===== src/rtl/song_player_if.sv =====
// Song ROM read port: the player drives the address, the ROM returns the word.
interface song_player_if #(
  parameter int unsigned ADDR_W = 8,
  parameter int unsigned DATA_W = 8
);
  logic [ADDR_W-1:0] rom_addr;
  logic [DATA_W-1:0] rom_data;

  modport master (output rom_addr, input rom_data);
  modport slave  (input rom_addr, output rom_data);
endinterface


===== src/rtl/song_player.sv =====
// Note sequencer: fetches {dur,tone} words from a synchronous song ROM, times each
// note in duration ticks and drives a square-wave speaker output.
module song_player #(
  parameter int unsigned ADDR_W    = 8,
  parameter int unsigned DUR_W     = 4,
  parameter int unsigned TONE_W    = 4,
  parameter int unsigned SONG_LEN  = 21,
  parameter int unsigned ROM_LAT   = 1,
  parameter int unsigned TICK_DIV  = 25000,
  parameter int unsigned HALF_BASE = 1000,
  parameter int unsigned HALF_STEP = 100
) (
  input  logic              clk,
  input  logic              rst,
  input  logic              start,
  input  logic              stop,
  input  logic              pause,
  input  logic              loop,
  song_player_if.master     rom,
  output logic              sound,
  output logic [TONE_W-1:0] cur_tone,
  output logic              playing,
  output logic              done
);

  localparam int unsigned WORD_W    = DUR_W + TONE_W;
  localparam int unsigned WAIT_W    = $clog2(ROM_LAT + 1);
  localparam int unsigned NOTE_MAX  = ((2 ** DUR_W) - 1) * TICK_DIV;
  localparam int unsigned NOTE_W    = $clog2(NOTE_MAX + 1);
  localparam int unsigned HALF_MAX  = HALF_BASE + ((2 ** TONE_W) - 1) * HALF_STEP;
  localparam int unsigned PH_W      = $clog2(HALF_MAX + 1);
  localparam int unsigned LAST_ADDR = SONG_LEN - 1;

  typedef enum logic [1:0] {S_IDLE, S_FETCH, S_PLAY} state_t;

  state_t              state, state_n;
  logic [ADDR_W-1:0]   addr, addr_n;
  logic [WAIT_W-1:0]   wait_cnt, wait_n;
  logic [NOTE_W-1:0]   note_cnt, note_n;
  logic [PH_W-1:0]     ph_cnt, ph_n;
  logic [DUR_W-1:0]    cur_dur, dur_n;
  logic [TONE_W-1:0]   tone_n;
  logic                sound_n, done_n, end_song;

  logic [DUR_W-1:0]    word_dur_c;
  logic [TONE_W-1:0]   word_tone_c;
  logic [TONE_W-1:0]   tone_inv_c;
  logic [NOTE_W-1:0]   note_last_c;
  logic [PH_W-1:0]     half_last_c;

  assign rom.rom_addr = addr;
  assign word_dur_c   = rom.rom_data[WORD_W-1:TONE_W];
  assign word_tone_c  = rom.rom_data[TONE_W-1:0];

  // ~tone equals (2**TONE_W-1 - tone): number of steps below the highest tone
  assign tone_inv_c  = ~cur_tone;
  assign note_last_c = NOTE_W'(cur_dur) * NOTE_W'(TICK_DIV) - NOTE_W'(1);
  assign half_last_c = PH_W'(HALF_BASE) + PH_W'(tone_inv_c) * PH_W'(HALF_STEP) - PH_W'(1);

  // Next-state and next-output logic; stop and end-of-song override the per-state decisions
  always_comb begin
    state_n  = state;
    addr_n   = addr;
    wait_n   = wait_cnt;
    note_n   = note_cnt;
    ph_n     = ph_cnt;
    dur_n    = cur_dur;
    tone_n   = cur_tone;
    sound_n  = sound;
    done_n   = 1'b0;
    end_song = 1'b0;

    case (state)
      S_IDLE: begin
        if (start) begin
          state_n = S_FETCH;
          addr_n  = '0;
          wait_n  = '0;
        end
      end
      S_FETCH: begin
        if (wait_cnt == WAIT_W'(ROM_LAT)) begin
          if (word_dur_c != '0) begin
            state_n = S_PLAY;
            dur_n   = word_dur_c;
            tone_n  = word_tone_c;
            note_n  = '0;
            ph_n    = '0;
            sound_n = 1'b0;
          end else begin
            end_song = 1'b1;
          end
        end else begin
          wait_n = wait_cnt + WAIT_W'(1);
        end
      end
      S_PLAY: begin
        if (!pause) begin
          if (note_cnt == note_last_c) begin
            tone_n  = '0;
            sound_n = 1'b0;
            if (addr == ADDR_W'(LAST_ADDR)) begin
              end_song = 1'b1;
            end else begin
              state_n = S_FETCH;
              addr_n  = addr + ADDR_W'(1);
              wait_n  = '0;
            end
          end else begin
            note_n = note_cnt + NOTE_W'(1);
            if (cur_tone != '0) begin
              if (ph_cnt == half_last_c) begin
                ph_n    = '0;
                sound_n = ~sound;
              end else begin
                ph_n = ph_cnt + PH_W'(1);
              end
            end
          end
        end
      end
      default: state_n = S_IDLE;
    endcase

    if (end_song) begin
      addr_n  = '0;
      wait_n  = '0;
      tone_n  = '0;
      sound_n = 1'b0;
      if (loop) begin
        state_n = S_FETCH;
      end else begin
        state_n = S_IDLE;
        done_n  = 1'b1;
      end
    end

    if (stop) begin
      state_n = S_IDLE;
      addr_n  = '0;
      tone_n  = '0;
      sound_n = 1'b0;
      done_n  = 1'b0;
    end
  end

  always_ff @(posedge clk) begin
    if (rst) begin
      state    <= S_IDLE;
      addr     <= '0;
      wait_cnt <= '0;
      note_cnt <= '0;
      ph_cnt   <= '0;
      cur_dur  <= '0;
      cur_tone <= '0;
      sound    <= 1'b0;
      playing  <= 1'b0;
      done     <= 1'b0;
    end else begin
      state    <= state_n;
      addr     <= addr_n;
      wait_cnt <= wait_n;
      note_cnt <= note_n;
      ph_cnt   <= ph_n;
      cur_dur  <= dur_n;
      cur_tone <= tone_n;
      sound    <= sound_n;
      playing  <= (state_n != S_IDLE);
      done     <= done_n;
    end
  end

endmodule

===== src/flat_wrapper.sv =====
// flat-port wrapper written by rule: the top's interface ports become plain ports
module song_player_flat 
#(
  parameter int unsigned ADDR_W    = 8,
  parameter int unsigned DUR_W     = 4,
  parameter int unsigned TONE_W    = 4,
  parameter int unsigned SONG_LEN  = 21,
  parameter int unsigned ROM_LAT   = 1,
  parameter int unsigned TICK_DIV  = 25000,
  parameter int unsigned HALF_BASE = 1000,
  parameter int unsigned HALF_STEP = 100
)
  (clk, rst, start, stop, pause, loop, sound, cur_tone, playing, done, rom_rom_addr, rom_rom_data);
  song_player_if #(.ADDR_W(ADDR_W)) rom_i ();
  input  logic clk;
  input  logic rst;
  input  logic start;
  input  logic stop;
  input  logic pause;
  input  logic loop;
  output logic sound;
  output logic [TONE_W-1:0] cur_tone;
  output logic playing;
  output logic done;
  output wire logic [$bits(rom_i.rom_addr)-1:0] rom_rom_addr;
  input wire logic [$bits(rom_i.rom_data)-1:0] rom_rom_data;
  assign rom_rom_addr = rom_i.rom_addr;
  assign rom_i.rom_data = rom_rom_data;
  song_player #(.ADDR_W(ADDR_W), .DUR_W(DUR_W), .TONE_W(TONE_W), .SONG_LEN(SONG_LEN), .ROM_LAT(ROM_LAT), .TICK_DIV(TICK_DIV), .HALF_BASE(HALF_BASE), .HALF_STEP(HALF_STEP)) u_core (.clk(clk), .rst(rst), .start(start), .stop(stop), .pause(pause), .loop(loop), .rom(rom_i), .sound(sound), .cur_tone(cur_tone), .playing(playing), .done(done));
endmodule

===== config.mk =====
export PLATFORM = sky130hd
export DESIGN_NAME = song_player_flat
export DESIGN_NICKNAME = d
export VERILOG_FILES = /design/src/rtl/song_player_if.sv /design/src/rtl/song_player.sv /design/src/flat_wrapper.sv
export SDC_FILE = /design/constraint.sdc
export NUM_CORES = 1
export LEC_CHECK = 0
export CAP_MARGIN = 40
export CORE_MARGIN = 2
export CORE_UTILIZATION = 55
export CTS_CLUSTER_DIAMETER = 150
export CTS_CLUSTER_SIZE = 28
export DETAILED_ROUTE_END_ITERATION = 12
export GPL_TIMING_DRIVEN = 0
export PLACE_DENSITY = 0.75
export SLEW_MARGIN = 20
export SYNTH_ARGS = -nofsm -noshare
export SYNTH_HDL_FRONTEND = slang
export SYNTH_SLANG_ARGS = --single-unit

===== constraint.sdc =====
create_clock -name clk -period 9.8 [get_ports clk]
set_input_delay 0.98 -clock clk [delete_from_list [all_inputs] [get_ports clk]]
set_output_delay 0.98 -clock clk [all_outputs]
set_load 0.005 [all_outputs]

==> results of run 1 <==
## cell usage in the layout, fill, tap and decap left out, types with 5 or more instances in the layout
| cell | Yosys | final |
|---|---|---|
| nor3_1 | 10 | 10 |
| mux2i_1 | 7 | 7 |
| xnor2_1 | 28 | 28 |
| and3_1 | 11 | 11 |
| o31ai_1 | 24 | 24 |
| dfxtp_1 | 53 | 53 |
| nand2_1 | 45 | 45 |
| a31oi_1 | 6 | 6 |
| inv_1 | 33 | 33 |
| o21ai_1 | 5 | 5 |
| ha_1 | 37 | 37 |
| or4_1 | 25 | 25 |
| a22oi_1 | 5 | 5 |
| o21ai_0 | 17 | 17 |
| o2111ai_1 | 5 | 5 |
| a21oi_1 | 69 | 69 |
| clkdlybuf4s50_1 | 0 | 27 |
| nand4_1 | 24 | 24 |
| nor2_1 | 31 | 31 |
| clkbuf_1 | 19 | 19 |
| nand3_1 | 28 | 28 |
| xor2_1 | 14 | 14 |
| clkbuf_8 | 0 | 6 |
## final cells by class
cell class,count,area [um^2]
sequential,53,1061
fill,762,3039
timing repair buffer,28,275.3
buffer,30,150.1
multi-input combinational,481,3381
tap,105,131.4
clock buffer,6,82.58
inverter,33,123.9
clock inverter,2,13.76
## through the flow
| stage | instance area (um^2) | hold slack [ns] | worst slack (ns) | util, % |
|---|---|---|---|---|
| CTS | 5219 | 0.5100 | 4.900 | 63.20 |
| global route | 5219 | 0.5445 | 4.462 | 63.20 |
| global placement | 5117 | 0.4814 | 5.010 | 61.97 |
| detailed placement | 5122 | 0.4953 | 4.946 | 62.03 |
| finish | 5219 | 0.5096 | 4.829 | 63.20 |
| floorplan | 4716 | 0.4627 | 5.622 | - |
## cell families (layout without fill, tap and decap cells)
logic type,Yosys count,in the layout
flip-flops,53,53
buffers and inverters,63,99
multiplexers,8,8
XOR/XNOR,44,44
AND/OR/NAND/NOR,221,221
adder cells (fa/ha/maj),38,38
AO/OA/AOI/OAI,170,170
## registers in the layout (all words and copies together), names as in the netlist
signal and count:
u_core.rom.rom_addr 8, u_core.wait_cnt 1, u_core.state 2, u_core.note_cnt 19, u_core.cur_dur 4, u_core.cur_tone 4, u_core.ph_cnt 12, u_core.done 1
u_core.playing 1, u_core.sound 1
## how the worst min path moves through the flow
stage                             startpoint                  to  slack (ns)  cells after the start
final                       u_core.ph_cnt[5]    u_core.ph_cnt[5]        0.51                      2
after global routing      u_core.note_cnt[7]  u_core.note_cnt[7]        0.54                      2
after CTS                   u_core.ph_cnt[5]    u_core.ph_cnt[5]        0.51                      2
after detailed placement    u_core.ph_cnt[5]    u_core.ph_cnt[5]        0.50                      2
after global placement      u_core.ph_cnt[5]    u_core.ph_cnt[5]        0.48                      2
after floorplan             u_core.ph_cnt[5]    u_core.ph_cnt[5]        0.46                      2
## per-layer routing
layer | vias up | global-route usage (%)
met4 | 0 | 6.455
met2 | 112 | 47.16
met1 | 2251 | 34.10
met3 | 14 | 2.793
met5 | - | 0
li1 | 2320 | -
## power breakdown
part | switching (W) | internal, W | total (W) | leakage, nW
Clock | 0.0000795 | 0.0000576 | 0.000137 | 0.0512
Combinational | 0.0000235 | 0.0000150 | 0.0000385 | 1.44
Sequential | 0.000000992 | 0.000216 | 0.000217 | 0.427
## worst max-delay path: cells and delay by family, from the launching register on
family | cells | cell delay (ns)
fa+ha+maj | 3 | 1.10
flops | 1 | 0.48
buf+inv | 3 | 0.48
compound gates | 4 | 1.03
mux | 1 | 0.21
simple gates | 4 | 1.03
xor+xnor | 1 | 0.55
==> impl_metrics.tcl, run 1 <==
set metrics [dict create \
    drcViolationCount 0 \
    maxClockFrequency_ghz 0.2012 \
    slowest_stage "xnor2_1" \
    slew_headroom_pct 45.14 \
    postCtsHoldBufs 0 \
    num_vias 4697 \
    coreArea_um2 8258 \
    hold_viol_final 0 \
    mappedNetlistArea_um2 4716 \
    crit_path_max_fanout 10 \
    cts_resized 0 \
    synth-seq-cells 53 \
    cp-end-kind "flip-flop" \
    worst_pin_slew_ns 0.8021 \
    dieHeight_um 96.60 \
    synth-seq-area-share_pct 22.50 \
    finalNonFillerCells 738 \
    critical_path_class "reg -> reg" \
    peakVddDrop_v 0.00008750 \
    hpwl_um 9032 \
    yosysMostFrequentCell "a21oi_1" \
    setup-tns-final_ns 0 \
    dr_wl_met2_um 5818 \
    cts_setup_buffers 0 \
    overflow 0 \
    initial_core_util_pct 57.11 \
    die_area_um2 9331 \
    r2r-end "u_core.rom.rom_addr[4]" \
    synth_edf_count 0 \
    synthMuxAreaShare_pct 1.804 \
    place_congestion 0.9020 \
    ys.warnings.count 0 \
    drtAntennaViolNets 0 \
    async_reset_ff_share_pct 0 \
    wl_met3_um 468 \
    worstPathCellList "inv_1 > ha_1 > inv_1 > ha_1 > ha_1 > nand2_1 > o221ai_1 > xnor2_1 > nor2_2 > and4b_1 > or4b_1 > o221ai_2 > o211ai_1 > clkbuf_1 > a21oi_1 > mux2i_1" \
    cts.htree.levels 2 \
    leakagePower_nw 1.920 \
    yosys.area_share.simple_pct 26.74 \
    syn_nets 649 \
    fin_skew_ns 0.009448 \
    clk_latency_ns 0.31 \
    yosys-top-cells-count "69 x a21oi_1, 53 x dfxtp_1, 45 x nand2_1" \
    post-synth-top-area-fraction_pct 22.50 \
    r2r_slack_ns 4.83 \
    synth_xor_area_share_pct 8.782 \
    final-setup-viol-count 0 \
    finalWirelength_um 11930 \
    ios 29 \
    cts_max_path_buffers 2 \
    portBuffers 27 \
    path_common_cell "ha_1" \
    drive_gt1_share_pct 6.635 \
    synth.avg_cell_area_um2 7.899 \
    power.density_nw_per_um2 75.26 \
    cts_tree "yes" \
    min_period_ns 4.971 \
    root_buffer "clkbuf_8" \
    status "finished, final reports clean" \
    power_w 0.0003928 \
    synth_fa_ha_area_share_pct 10.24 \
    startpoint_type "flip-flop" \
    std_cell_rows 33 \
    cts-buffers-inserted 5 \
    rr_startpoint "u_core.cur_dur[2]" \
    synth-compound-area-share_pct 24.12 \
    synth_cell_types 81 \
    arrival_ns 5.21 \
    worstPathRequired_ns 10.04 \
    grt_antenna_before_repair 0 \
    synth_area_leaders "dfxtp_1 22%, ha_1 9.8%, a21oi_1 7.3%" \
    antenna_cells 0 \
    top_layer "met4" \
    placed_cells 730 \
    critPathCapture "u_core.rom.rom_addr[4]" \
    critPathLaunch "u_core.cur_dur[2]" \
    area_growth_syn_to_layout_pct 10.67 \
    path_clk_slew_ns 0.11 \
    numClockSinks 53 \
    synth_top_area_cell "dfxtp_1" \
    wl_per_cell_um 16.16 \
    hold_path_class "reg -> reg" \
    critical-path-max-stage-delay_ns 0.55 \
    rsz0062_at_grt "no" \
    ys.flop_type "dfxtp_1" \
    drv_slew 0 \
    initialDrtViolationCount 217 \
    viasPerCell 6.364 \
    grt_max_degree 17 \
    grt_pass1_vias 4421 \
    drt-met1-wl_um 5467 \
    rr_worst_depth 16 \
    synthCells 597 \
    synth_top_family_by_area "simple AND/OR/NAND/NOR gates" \
    nets 684 \
    maxCapViolations 0 \
    firstDrtPassIters 5 \
    grt_usage_pct 26.43 \
    die_w_um 96.60 \
    grt_pass1_wl_um 20040 \
    post-route-period-util_pct 50.73 \
]
Note: power is estimated with default switching activity, not from simulation.
==> run 2: changes to the inputs <==
==> constraint.sdc (replaced) <==
create_clock -name clk -period 5.1 [get_ports clk]
set_input_delay 0.51 -clock clk [delete_from_list [all_inputs] [get_ports clk]]
set_output_delay 0.51 -clock clk [all_outputs]
set_load 0.005 [all_outputs]
==> run 2 against run 1 <==
  * Critical path depth did not move
  * Core utilization rose by 0.36 points
  * Flip-flop and latch count did not move
  * Sequential share of layout area fell by 0.12 points
  * Count of clock-buffer cells in the layout did not move
  * Design area rose by 0.58%
  * Largest power group unchanged
==> impl_metrics.tcl, run 2 (synthesis results as in run 1) <==
set metrics [dict create \
    status "finished, final reports clean" \
    ios 29 \
    fin_ws_ns 0.3375 \
    coreArea_um2 8258 \
    area_growth_syn_to_layout_pct 11.30 \
    grt_pass1_vias 4421 \
    fin_skew_ns 0.008999 \
    worstPathRequired_ns 5.35 \
    grt_usage_pct 26.43 \
    slowest_stage "or4b_1" \
    most-common-layout-cells "69 x a21oi_1, 53 x dfxtp_1, 45 x nand2_1" \
    numClockSinks 53 \
    path_clk_slew_ns 0.11 \
    pwr-share-comb_pct 9.9 \
    wl_per_cell_um 16.17 \
    clkPwrFrac_pct 35.0 \
    hpwl_um 9032 \
    crit_path_max_fanout 10 \
    fill_cells 756 \
    viasPerCell 6.394 \
    cts-buffers-inserted 5 \
    antenna_cells 0 \
    cts_resized 0 \
    root_buffer "clkbuf_8" \
    initialDrtViolationCount 214 \
    min_path_cells 2 \
    power.density_nw_per_um2 144.3 \
    nets 684 \
    p_sw_share_pct 26.69 \
    worst_pin_slew_ns 0.7372 \
    rsz0062_at_grt "no" \
    post-route-period-util_pct 93.38 \
    drcViolationCount 0 \
    worstPathCellList "inv_1 > ha_1 > inv_1 > ha_1 > ha_1 > nand3_1 > a21oi_1 > o21ai_1 > xor2_1 > and4b_1 > or4b_1 > o221ai_2 > o211ai_1 > clkbuf_2 > a21oi_1 > mux2i_1" \
    initial_core_util_pct 57.11 \
    hold_path_class "reg -> reg" \
    final-setup-viol-count 0 \
    firstDrtPassIters 6 \
    startpoint_type "flip-flop" \
    leakagePower_nw 1.937 \
    maxClockFrequency_ghz 0.2100 \
    finalNonFillerCells 738 \
    hold_viol_final 0 \
    cp-end-kind "flip-flop" \
    drtAntennaViolNets 0 \
    drive_gt1_share_pct 7.267 \
    grt_pass1_wl_um 20040 \
    dieHeight_um 96.60 \
    place_congestion 0.9020 \
    grt_antenna_before_repair 0 \
    drv_slew 0 \
    die_w_um 96.60 \
    cts_setup_buffers 0 \
    cts_max_path_buffers 2 \
    p_seq_share_pct 55.1 \
    setup-tns-final_ns 0 \
    slew_headroom_pct 50.52 \
    internal_power_w 0.0005551 \
    largest_register_ffs 19 \
    grt_max_degree 17 \
    critical_path_class "reg -> reg" \
    pre_cts_slack_ns 0.2457 \
    critical-path-max-stage-delay_ns 0.52 \
    arrival_ns 5.01 \
    min_period_ns 4.763 \
    portBuffers 27 \
    std_cell_rows 33 \
    num_vias 4719 \
    finalWirelength_um 11930 \
    cts.htree.levels 2 \
    placed_cells 730 \
    clk_latency_ns 0.32 \
    rr_worst_depth 16 \
    maxCapViolations 0 \
    peakVddDrop_v 0.0001711 \
    final_common_cell "a21oi_1" \
    cts_tree "yes" \
    largest_register "u_core.note_cnt" \
    p_switching_w 0.0002021 \
    die_area_um2 9331 \
    postCtsHoldBufs 0 \
    overflow 0 \
    path_common_cell "ha_1" \
]
-- run 2: critical path, delay by kind of cell, from the launching register on --
family          cells  cell delay [ns]
xor+xnor            1             0.21
flops               1             0.48
mux                 1             0.21
simple gates        3             0.89
fa+ha+maj           3             1.12
compound gates      5             1.35
buf+inv             3             0.43
-- run 2: layout make-up --
cell class	count	area, um^2	share of cell area [%]
clock buffer	6	82.58	1.573
clock inverter	2	13.76	0.2622
tap	105	131.4	2.503
inverter	33	123.9	2.360
sequential	53	1061	20.21
multi-input combinational	481	3410	64.96
timing repair buffer	28	275.3	5.244
buffer	30	151.4	2.884
-- run 2: power groups by stage --
stage	registers, W	clock network, W	logic (W)
finish	0.000417	0.000265	0.0000748
CTS	0.000417	0.000264	0.0000732
floorplan	0.000426	0	0.0000474
detailed placement	0.000427	0	0.0000730
global placement	0.000427	0	0.0000702
global route	0.000418	0.000280	0.0000820
-- run 2: metrics by stage --
| stage | util (%) | total power [W] | hold slack (ns) | instance area, um^2 |
|---|---|---|---|---|
| 2_1_floorplan | - | 0.0004737 | 0.4627 | 4716 |
| 3_3_place_gp | 61.97 | 0.0004968 | 0.4814 | 5117 |
| 3_5_place_dp | 62.03 | 0.0004998 | 0.4953 | 5122 |
| 4_1_cts | 63.20 | 0.0007548 | 0.5100 | 5219 |
| 5_1_grt | 63.56 | 0.0007796 | 0.5445 | 5249 |
| 6_report | 63.56 | 0.0007573 | 0.5171 | 5249 |
-- run 2: final timing paths --
check | startpoint | slack, ns | endpoint
hold reg to reg | u_core.cur_tone[1] | 0.52 | u_core.cur_tone[1]
setup / recovery | u_core.cur_dur[2] | 0.34 | u_core.rom.rom_addr[4]
hold / removal | u_core.cur_tone[1] | 0.52 | u_core.cur_tone[1]
setup reg to reg | u_core.cur_dur[2] | 0.34 | u_core.rom.rom_addr[4]
-- run 2: metal layers --
layer / vias to the layer above / track usage (%) / routed length, um
li1: 2325 / - / -
met1: 2257 / 34.10 / 5423
met2: 123 / 47.16 / 5903
met3: 14 / 2.793 / 435
met4: 0 / 6.455 / 172
met5: - / 0 / 0
==> run 3: changes to the inputs <==
--- a/config.mk
+++ b/config.mk
@@ -6,8 +6,9 @@
 export NUM_CORES = 1
 export LEC_CHECK = 0
 export CAP_MARGIN = 40
-export CORE_MARGIN = 2
+export CORE_MARGIN = 10
 export CORE_UTILIZATION = 55
+export CTS_BUF_LIST = sky130_fd_sc_hd__clkbuf_8
 export CTS_CLUSTER_DIAMETER = 150
 export CTS_CLUSTER_SIZE = 28
 export DETAILED_ROUTE_END_ITERATION = 12
==> run 3 against run 2 <==
  * Critical path depth increased by 1
  * Via count decreased by 1.3%
  * Flip-flop and latch count unchanged
  * Register-to-register slack about the same
  * Core utilization decreased by 0.32 points
  * Wire length decreased by 0.49%
  * Critical path type unchanged
  * Highest routed layer unchanged
==> impl_metrics.tcl, run 3 (synthesis results as in run 1) <==
set metrics [dict create \
    status "finished, final reports clean" \
    final_common_cell "a21oi_1" \
    numClockSinks 53 \
    die_area_um2 12680 \
    hold_viol_final 0 \
    nets 685 \
    most-common-layout-cells "69 x a21oi_1, 53 x dfxtp_1, 45 x nand2_1" \
    std_cell_rows 33 \
    initialDrtViolationCount 333 \
    slew_headroom_pct 50.07 \
    wl_per_cell_um 16.07 \
    power.density_nw_per_um2 147.0 \
    finalWirelength_um 11880 \
    viasPerCell 6.302 \
    cts-buffers-inserted 5 \
    cts_resized 0 \
    post-route-period-util_pct 93.36 \
    path_clk_slew_ns 0.11 \
    dieHeight_um 112.6 \
    hpwl_um 9032 \
    postCtsHoldBufs 0 \
    finalHoldWorstSlack_ns 0.4990 \
    coreArea_um2 8299 \
    cts.htree.levels 2 \
    grt_antenna_before_repair 0 \
    firstDrtPassIters 5 \
    final-setup-viol-count 0 \
    grt_max_degree 17 \
    drv_slew 0 \
    setup-tns-final_ns 0 \
    startpoint_type "flip-flop" \
    cts_setup_buffers 0 \
    cp-end-kind "flip-flop" \
    grt_pass1_vias 4549 \
    fin_skew_ns 0.009899 \
    hold_path_class "reg -> reg" \
    grt_usage_pct 18.41 \
    maxCapViolations 0 \
    grt_pass1_wl_um 20660 \
    initial_core_util_pct 56.82 \
    power_w 0.0007714 \
    drive_gt1_share_pct 6.940 \
    place_congestion 0.9273 \
    antenna_cells 0 \
    peakVddDrop_v 0.0001066 \
    rsz0062_at_grt "no" \
    num_vias 4657 \
    ios 29 \
    cts_max_path_buffers 2 \
    drtAntennaViolNets 0 \
    overflow 0 \
    largest_register "u_core.note_cnt" \
    die_w_um 112.6 \
    root_buffer "clkbuf_8" \
    maxClockFrequency_ghz 0.2100 \
    largest_register_ffs 19 \
    portBuffers 27 \
    area_growth_syn_to_layout_pct 11.30 \
    worstPathRequired_ns 5.36 \
    leakagePower_nw 1.956 \
    cts_tree "yes" \
    worst_pin_slew_ns 0.7440 \
    critical_path_class "reg -> reg" \
    clk_latency_ns 0.32 \
    arrival_ns 5.02 \
    crit_path_max_fanout 10 \
    min_period_ns 4.761 \
    drcViolationCount 0 \
]
[run 3: final cells by class]
cell class,instances,area (um^2)
multi-input combinational,481,3388
fill,744,3050
sequential,53,1061
timing repair buffer,29,287.8
buffer,30,151.4
tap,105,131.4
inverter,33,123.9
clock buffer,7,96.34
clock inverter,1,8.758
[run 3: final timing paths]
path         cells past startpoint  slack [ns]               from                     end
max                             17        0.34  u_core.cur_dur[1]  u_core.rom.rom_addr[5]
min                              2        0.50   u_core.ph_cnt[5]        u_core.ph_cnt[5]
max reg2reg                     17        0.34  u_core.cur_dur[1]  u_core.rom.rom_addr[5]
min reg2reg                      2        0.50   u_core.ph_cnt[5]        u_core.ph_cnt[5]
[run 3: per-stage QoR]
stage / std cells / utilization (%) / setup WS [ns] / area [um^2]
3_3_place_gp: 729 / 61.66 / 0.3469 / 5117
6_report: 739 / 63.24 / 0.3388 / 5249
3_5_place_dp: 730 / 61.72 / 0.2282 / 5122
5_1_grt: 739 / 63.24 / 0.03482 / 5249
2_1_floorplan: 597 / - / 0.9222 / 4716
4_1_cts: 738 / 62.99 / 0.1494 / 5228
[run 3: worst max-delay path: stages, from the launching register on]
cell	delay [ns]
dfxtp_1	0.52
ha_1	0.26
xor2_1	0.09
ha_1	0.18
a21o_1	0.15
ha_1	0.26
buf_2	0.17
a211oi_2	0.33
nor2_1	0.15
o2111ai_1	0.41
nor2_2	0.09
and4b_1	0.25
or4b_1	0.53
o221ai_2	0.36
o211ai_1	0.25
clkbuf_2	0.30
a21oi_1	0.23
mux2i_1	0.19
[run 3: metal layers]
metal	global-route usage, %	routed length [um]	vias up
li1	-	-	2325
met1	22.60	5324	2234
met2	32.60	5835	90
met3	3.301	621	8
met4	3.723	93	0
met5	0	0	-
[run 3: power breakdown]
| group | internal, W | switching (W) |
|---|---|---|
| logic | 0.0000288 | 0.0000448 |
| clock network | 0.000126 | 0.000155 |
| registers | 0.000415 | 0.00000179 |
